$ cat config.mk
export PLATFORM = sky130hd
export DESIGN_NAME = lzss_decoder_flat
export DESIGN_NICKNAME = d
export VERILOG_FILES = /design/src/rtl/lzss_decoder_if.sv /design/src/rtl/lzss_decoder.sv /design/src/flat_wrapper.sv
export SDC_FILE = /design/constraint.sdc
export NUM_CORES = 1
export LEC_CHECK = 0
export BUFFER_PORTS_ARGS = -buffer_cell sky130_fd_sc_hd__buf_2
export CORE_MARGIN = 2
export CORE_UTILIZATION = 30
export DETAILED_ROUTE_END_ITERATION = 16
export PLACE_DENSITY_LB_ADDON = 0.1
export SYNTH_ARGS = -nofsm -noshare
export SYNTH_HDL_FRONTEND = slang
export SYNTH_SLANG_ARGS = --single-unit
$ cat constraint.sdc
create_clock -name clk -period 18 [get_ports clk]
set_input_delay 3.6 -clock clk [delete_from_list [all_inputs] [get_ports clk]]
set_output_delay 3.6 -clock clk [all_outputs]
set_load 0.01 [all_outputs]
$ cat src/rtl/lzss_decoder_if.sv
// Token/byte stream bundle for lzss_decoder: token input, decoded byte output, status.
// The decoder uses the slave modport; the token source and byte sink use master.
interface lzss_decoder_if #(
  parameter int WORD_SIZE = 8
);
  logic                 tok_valid;
  logic [WORD_SIZE:0]   tok_i;
  logic                 tok_ready;
  logic [WORD_SIZE-1:0] data_o;
  logic                 o_valid;
  logic                 out_ready;
  logic                 busy;
  logic                 err;

  modport master (
    output tok_valid, tok_i, out_ready,
    input  tok_ready, data_o, o_valid, busy, err
  );

  modport slave (
    input  tok_valid, tok_i, out_ready,
    output tok_ready, data_o, o_valid, busy, err
  );
endinterface

$ cat src/rtl/lzss_decoder.sv
// LZSS token decoder: literals and (offset, length) back-references into a shift-register history.
// Define LZSS_DECODER_ERR_CHECK_EN to reject zero-length and out-of-fill references with an err pulse.
module lzss_decoder #(
  parameter int WORD_SIZE   = 8,
  parameter int WINDOW_SIZE = 32
) (
  input  logic              clk,
  input  logic              rst,
  lzss_decoder_if.slave     bus
);
  localparam int OFF_BITS = $clog2(WINDOW_SIZE);
  localparam int LEN_BITS = WORD_SIZE - OFF_BITS;
  localparam int CNT_BITS = OFF_BITS + 1;

  typedef enum logic {IDLE, COPY} state_t;

  state_t               state, state_nxt;
  logic [WORD_SIZE-1:0] hist [WINDOW_SIZE];
  logic [WORD_SIZE-1:0] data_q;
  logic                 o_valid_q;
  logic [OFF_BITS-1:0]  off_q;
  logic [LEN_BITS-1:0]  remaining;
  logic [CNT_BITS-1:0]  hist_cnt;

  logic                 is_ref;
  logic [OFF_BITS-1:0]  tok_off;
  logic [LEN_BITS-1:0]  tok_len;
  logic                 load_ok;
  logic                 tok_fire;
  logic                 ref_bad;
  logic                 start_copy;
  logic                 lit_load;
  logic                 copy_load;
  logic                 load;
  logic [WORD_SIZE-1:0] load_byte;

  assign is_ref  = bus.tok_i[WORD_SIZE];
  assign tok_off = bus.tok_i[WORD_SIZE-1:LEN_BITS];
  assign tok_len = bus.tok_i[LEN_BITS-1:0];

  // The output register may load whenever it is empty or being drained this cycle.
  assign load_ok    = !o_valid_q || bus.out_ready;
  assign tok_fire   = bus.tok_valid && bus.tok_ready;
  assign start_copy = tok_fire && is_ref && !ref_bad;
  assign lit_load   = tok_fire && !is_ref;
  assign copy_load  = (state == COPY) && load_ok;
  assign load       = lit_load || copy_load;
  assign load_byte  = lit_load ? bus.tok_i[WORD_SIZE-1:0] : hist[off_q];

`ifdef LZSS_DECODER_ERR_CHECK_EN
  logic err_q;

  assign ref_bad = (tok_len == '0) || ({1'b0, tok_off} >= hist_cnt);

  always_ff @(posedge clk) begin
    if (rst) err_q <= 1'b0;
    else     err_q <= tok_fire && is_ref && ref_bad;
  end

  assign bus.err = err_q;
`else
  // Zero-length references are silently dropped; out-of-fill offsets read reset-zero history.
  assign ref_bad = (tok_len == '0);
  assign bus.err = 1'b0;
`endif

  // NOTE: sequential state uses non-blocking assignments so every register samples pre-edge values.
  always_ff @(posedge clk) begin
    if (rst) state <= IDLE;
    else     state <= state_nxt;
  end

  // NOTE: each comb output gets a default first so no path can infer a latch.
  always_comb begin
    state_nxt = state;
    unique case (state)
      IDLE: if (start_copy)                           state_nxt = COPY;
      COPY: if (copy_load && remaining == LEN_BITS'(1)) state_nxt = IDLE;
      default:                                        state_nxt = IDLE;
    endcase
  end

  always_comb begin
    bus.tok_ready = 1'b0;
    bus.busy      = 1'b0;
    unique case (state)
      IDLE:    bus.tok_ready = load_ok;
      COPY:    bus.busy      = 1'b1;
      default: ;
    endcase
  end

  // NOTE: the history is explicitly cleared on reset because out-of-fill references must read zeros.
  always_ff @(posedge clk) begin
    if (rst) begin
      data_q    <= '0;
      o_valid_q <= 1'b0;
      off_q     <= '0;
      remaining <= '0;
      hist_cnt  <= '0;
      for (int i = 0; i < WINDOW_SIZE; i++) hist[i] <= '0;
    end else begin
      if (load) begin
        data_q    <= load_byte;
        o_valid_q <= 1'b1;
        hist[0]   <= load_byte;
        for (int i = 1; i < WINDOW_SIZE; i++) hist[i] <= hist[i-1];
        if (hist_cnt != CNT_BITS'(WINDOW_SIZE)) hist_cnt <= hist_cnt + CNT_BITS'(1);
      end else if (bus.out_ready) begin
        o_valid_q <= 1'b0;
      end

      // Offset stays fixed for the whole copy so overlapping copies repeat with period offset+1.
      if (start_copy) begin
        off_q     <= tok_off;
        remaining <= tok_len;
      end else if (copy_load) begin
        remaining <= remaining - LEN_BITS'(1);
      end
    end
  end

  assign bus.data_o  = data_q;
  assign bus.o_valid = o_valid_q;
endmodule

$ cat src/flat_wrapper.sv
// flat-port wrapper written by rule: the top's interface ports become plain ports
module lzss_decoder_flat 
#(
  parameter int WORD_SIZE   = 8,
  parameter int WINDOW_SIZE = 32
)
  (clk, rst, bus_tok_valid, bus_tok_i, bus_out_ready, bus_tok_ready, bus_data_o, bus_o_valid, bus_busy, bus_err);
  lzss_decoder_if #(.WORD_SIZE(WORD_SIZE)) bus_i ();
  input  logic clk;
  input  logic rst;
  input wire logic [$bits(bus_i.tok_valid)-1:0] bus_tok_valid;
  input wire logic [$bits(bus_i.tok_i)-1:0] bus_tok_i;
  input wire logic [$bits(bus_i.out_ready)-1:0] bus_out_ready;
  output wire logic [$bits(bus_i.tok_ready)-1:0] bus_tok_ready;
  output wire logic [$bits(bus_i.data_o)-1:0] bus_data_o;
  output wire logic [$bits(bus_i.o_valid)-1:0] bus_o_valid;
  output wire logic [$bits(bus_i.busy)-1:0] bus_busy;
  output wire logic [$bits(bus_i.err)-1:0] bus_err;
  assign bus_i.tok_valid = bus_tok_valid;
  assign bus_i.tok_i = bus_tok_i;
  assign bus_i.out_ready = bus_out_ready;
  assign bus_tok_ready = bus_i.tok_ready;
  assign bus_data_o = bus_i.data_o;
  assign bus_o_valid = bus_i.o_valid;
  assign bus_busy = bus_i.busy;
  assign bus_err = bus_i.err;
  lzss_decoder #(.WORD_SIZE(WORD_SIZE), .WINDOW_SIZE(WINDOW_SIZE)) u_core (.clk(clk), .rst(rst), .bus(bus_i));
endmodule
==> out/qor.yml <==
outcome:
  status: "finished clean"
logic_synthesis:
  synth.area.top_cells: "edfxtp_1 61%, and2_1 6.8%, mux4_2 6.8%, nor2b_1 6.0%, dfxtp_1 3.6%"
  yosys_warnings: 0
  netlist_area_um2: 12700
  yosysSeqAreaShare_pct: 64.4
  ys_async_sr_fraction_pct: 0
  synth_largest_area_cell: "edfxtp_1"
  syn_nets: 843
  yosys_register_bits: 279
  ys_types: 59
  ys.flop_type: "edfxtp_1"
  synth_top_area_share_pct: 60.7
  synth_edf_count: 256
  synthCells: 828
  syn_avg_cell_area_um2: 15.3
cells_and_area:
  final_util_pct: 34.0
  most-common-layout-cells: "256 x edfxtp_1, 137 x and2_1, 121 x nor2b_1, 38 x mux4_2, 37 x clkbuf_16"
  antennaDiodeCount: 0
  layout_commonest_cell: "edfxtp_1"
  final_nets: 856
  fillCellCount: 3994
  final_layout_size_suffix_gt1_share_pct: 16.5
  area_delta_synth_final_pct: 12.3
floorplan:
  die_h_um: 209
  core-area_um2: 41800
  fp-row-count: 75
  dieWidth_um: 209
  io_pins: 25
  start_util_pct: 30.3
  die_area_um2: 43900
drt:
  routed_via_density: 4.91
  post_drt_wl_per_cell_um: 20.8
  drt-total-wl_mm: 29.1
  route.antenna.remaining_nets: 0
  first_iter_violations: 409
  vias: 6881
  route.detailed.drc: 0
  firstDrtPassIters: 5
clock_network:
  clkLatencyLatePin_ns: 0.52
  cts.sinks: 279
  cts-root-buf: "clkbuf_16"
  cts_buffers: 34
  htreeDepth: 2
  path_clk_slew_ns: 0.06
  cts_tree: "yes"
  clockBufferDepth: 3
  postCtsSetupBuffers: 0
  postCtsResizedCells: 0
  ctsHoldBuffers: 0
sta:
  worst_slack_ns: 10.13
  slew_violations: 0
  setup_viol: 0
  final.period_utilization_pct: 43.7
  hold_ws_ns: 0.458
  tightest_slew_ns: 1.21
  fin_crit_ns: 7.87
  clock-skew-final_ns: 0.0196
  maxSlewHeadroom_pct: 19.6
  rsz0062_at_grt: "false"
  fmax_ghz: 0.127
  finalSetupTns_ns: 0
  timing_hold_violations_final: 0
worst_setup_path:
  r2r-end: "u_core.hist[24][4]$_SDFFCE_PP0P_"
  critical_path_required_ns: 14.40
  r2r_start: "u_core.state$_SDFF_PP0_"
  crit_path_start_kind: "primary input"
  cp_max_fo: 12
  path_class: "in -> out"
  rrSetupSlack_ns: 14.31
  endpoint: "bus_tok_ready"
  r2r.worst_path.cells: 6
  cp-startpoint: "bus_out_ready"
  cp.arrival_ns: 4.27
  critPathCaptureType: "output port"
placed_design:
  io_buffer_count: 23
  gp_congestion: 0.732
  post-place-ws_ns: 10.15
  dp_hpwl_mm: 17.2
power:
  p_total_uw: 1600
  max-vdd-ir-drop_mv: 0.0646
  leakagePower_uw: 0.00506
  power_density_nw_per_um2: 113
grt:
  antenna_found_initial: 1
  grt_pass1_wl_mm: 45.4
  grt_overflow: 0
  grt_max_degree: 165
  first_global_vias: 7278
  grt_usage_pct: 13.6
job:
  drv_cap: 0
hold_path:
  hold_path_class: "reg -> reg"
synthesized netlist by cell type (2+ instances only):
library cell / n
a211oi_1: 3
buf_2: 8
and3_1: 2
a2bb2oi_1: 2
buf_12: 5
nor4_1: 3
buf_4: 3
mux2_2: 8
buf_1: 4
nor2_1: 18
a221oi_1: 2
o221ai_1: 4
a22oi_1: 16
mux4_2: 38
nand2b_1: 5
a221oi_2: 3
nor3_1: 7
and4_1: 3
and2_1: 137
a2111oi_2: 2
nand2_1: 12
and4b_1: 2
a311oi_2: 2
mux2i_1: 23
buf_6: 5
nor2b_1: 121
ha_1: 2
nand3_1: 10
dfxtp_1: 23
a21oi_1: 9
a21o_1: 7
edfxtp_1: 256
inv_1: 9
o2111ai_1: 2
clkbuf_1: 29
o21ai_0: 7
a31oi_1: 4
mux4_1: 11
power by group:
group / switching [µW] / total (µW) / internal, µW / leakage, µW
sequential: 34.7 / 818 / 783 / 0.00294
combinational: 78.1 / 137 / 59.2 / 0.00161
clock: 259 / 647 / 387 / 0.000504
total: 372 / 1600 / 1230 / 0.00506
routing by layer:
layer	GRT usage, %	wire length, µm
met5	0	0
met4	4.68	733
met3	2.33	1100
met2	20.7	13100
met1	19.7	14200
flip-flops by register name, indices dropped and copies added (netlist names), named ones only:
name and cells:
u_core.state 1, u_core.hist 256, u_core.off_q 5, u_core.bus.data_o 8, u_core.remaining 3, u_core.bus.o_valid 1
cells by family after synthesis:
family	share of synthesized area [%]
AOI/OAI and AO/OA	4.96
adders and majority gates	0.198
buffers and inverters	3.20
DFF	64.4
muxes	11.9
other	0.0296
and+or+nand+nor	15.3
worst min path at each step:
stage / from / end / slack, ns / cells after the start
2_1_floorplan: u_core.off_q[1]$_SDFFE_PP0P_ / register / 0.45 / 2
3_3_place_gp: u_core.bus.data_o[3]$_SDFFE_PP0P_ / u_core.bus.data_o[3]$_SDFFE_PP0P_ / 0.46 / 1
3_5_place_dp: u_core.bus.data_o[4]$_SDFFE_PP0P_ / u_core.bus.data_o[4]$_SDFFE_PP0P_ / 0.45 / 1
4_1_cts: u_core.bus.data_o[4]$_SDFFE_PP0P_ / u_core.bus.data_o[4]$_SDFFE_PP0P_ / 0.47 / 1
5_1_grt: u_core.bus.data_o[4]$_SDFFE_PP0P_ / u_core.bus.data_o[4]$_SDFFE_PP0P_ / 0.48 / 1
6_report: u_core.bus.data_o[4]$_SDFFE_PP0P_ / u_core.bus.data_o[4]$_SDFFE_PP0P_ / 0.46 / 1
worst max-delay path, stage by stage:
cell     delay, ns
buf_2         0.10
nor2b_1       0.12
buf_4         0.21
nor2_1        0.07
buf_2         0.16
stage by stage:
stage / instance area (µm²) / cells
final: 14200 / 1402
after global routing: 14200 / 1402
after CTS: 14200 / 1402
after detailed placement: 13200 / 1344
after global placement: 13200 / 1344
after floorplan: 12700 / 828
final cells by class:
class	count	area (µm²)	share of cell area (%)
inverters	9	41.3	0.291
clock buffers	49	971	6.83
flip-flops and latches	279	8150	57.4
clock inverters	9	63.8	0.449
repair buffers	34	200	1.41
multi-input cells	483	4100	28.9
well taps	539	674	4.75
Note: power is estimated with default switching activity, not from simulation.
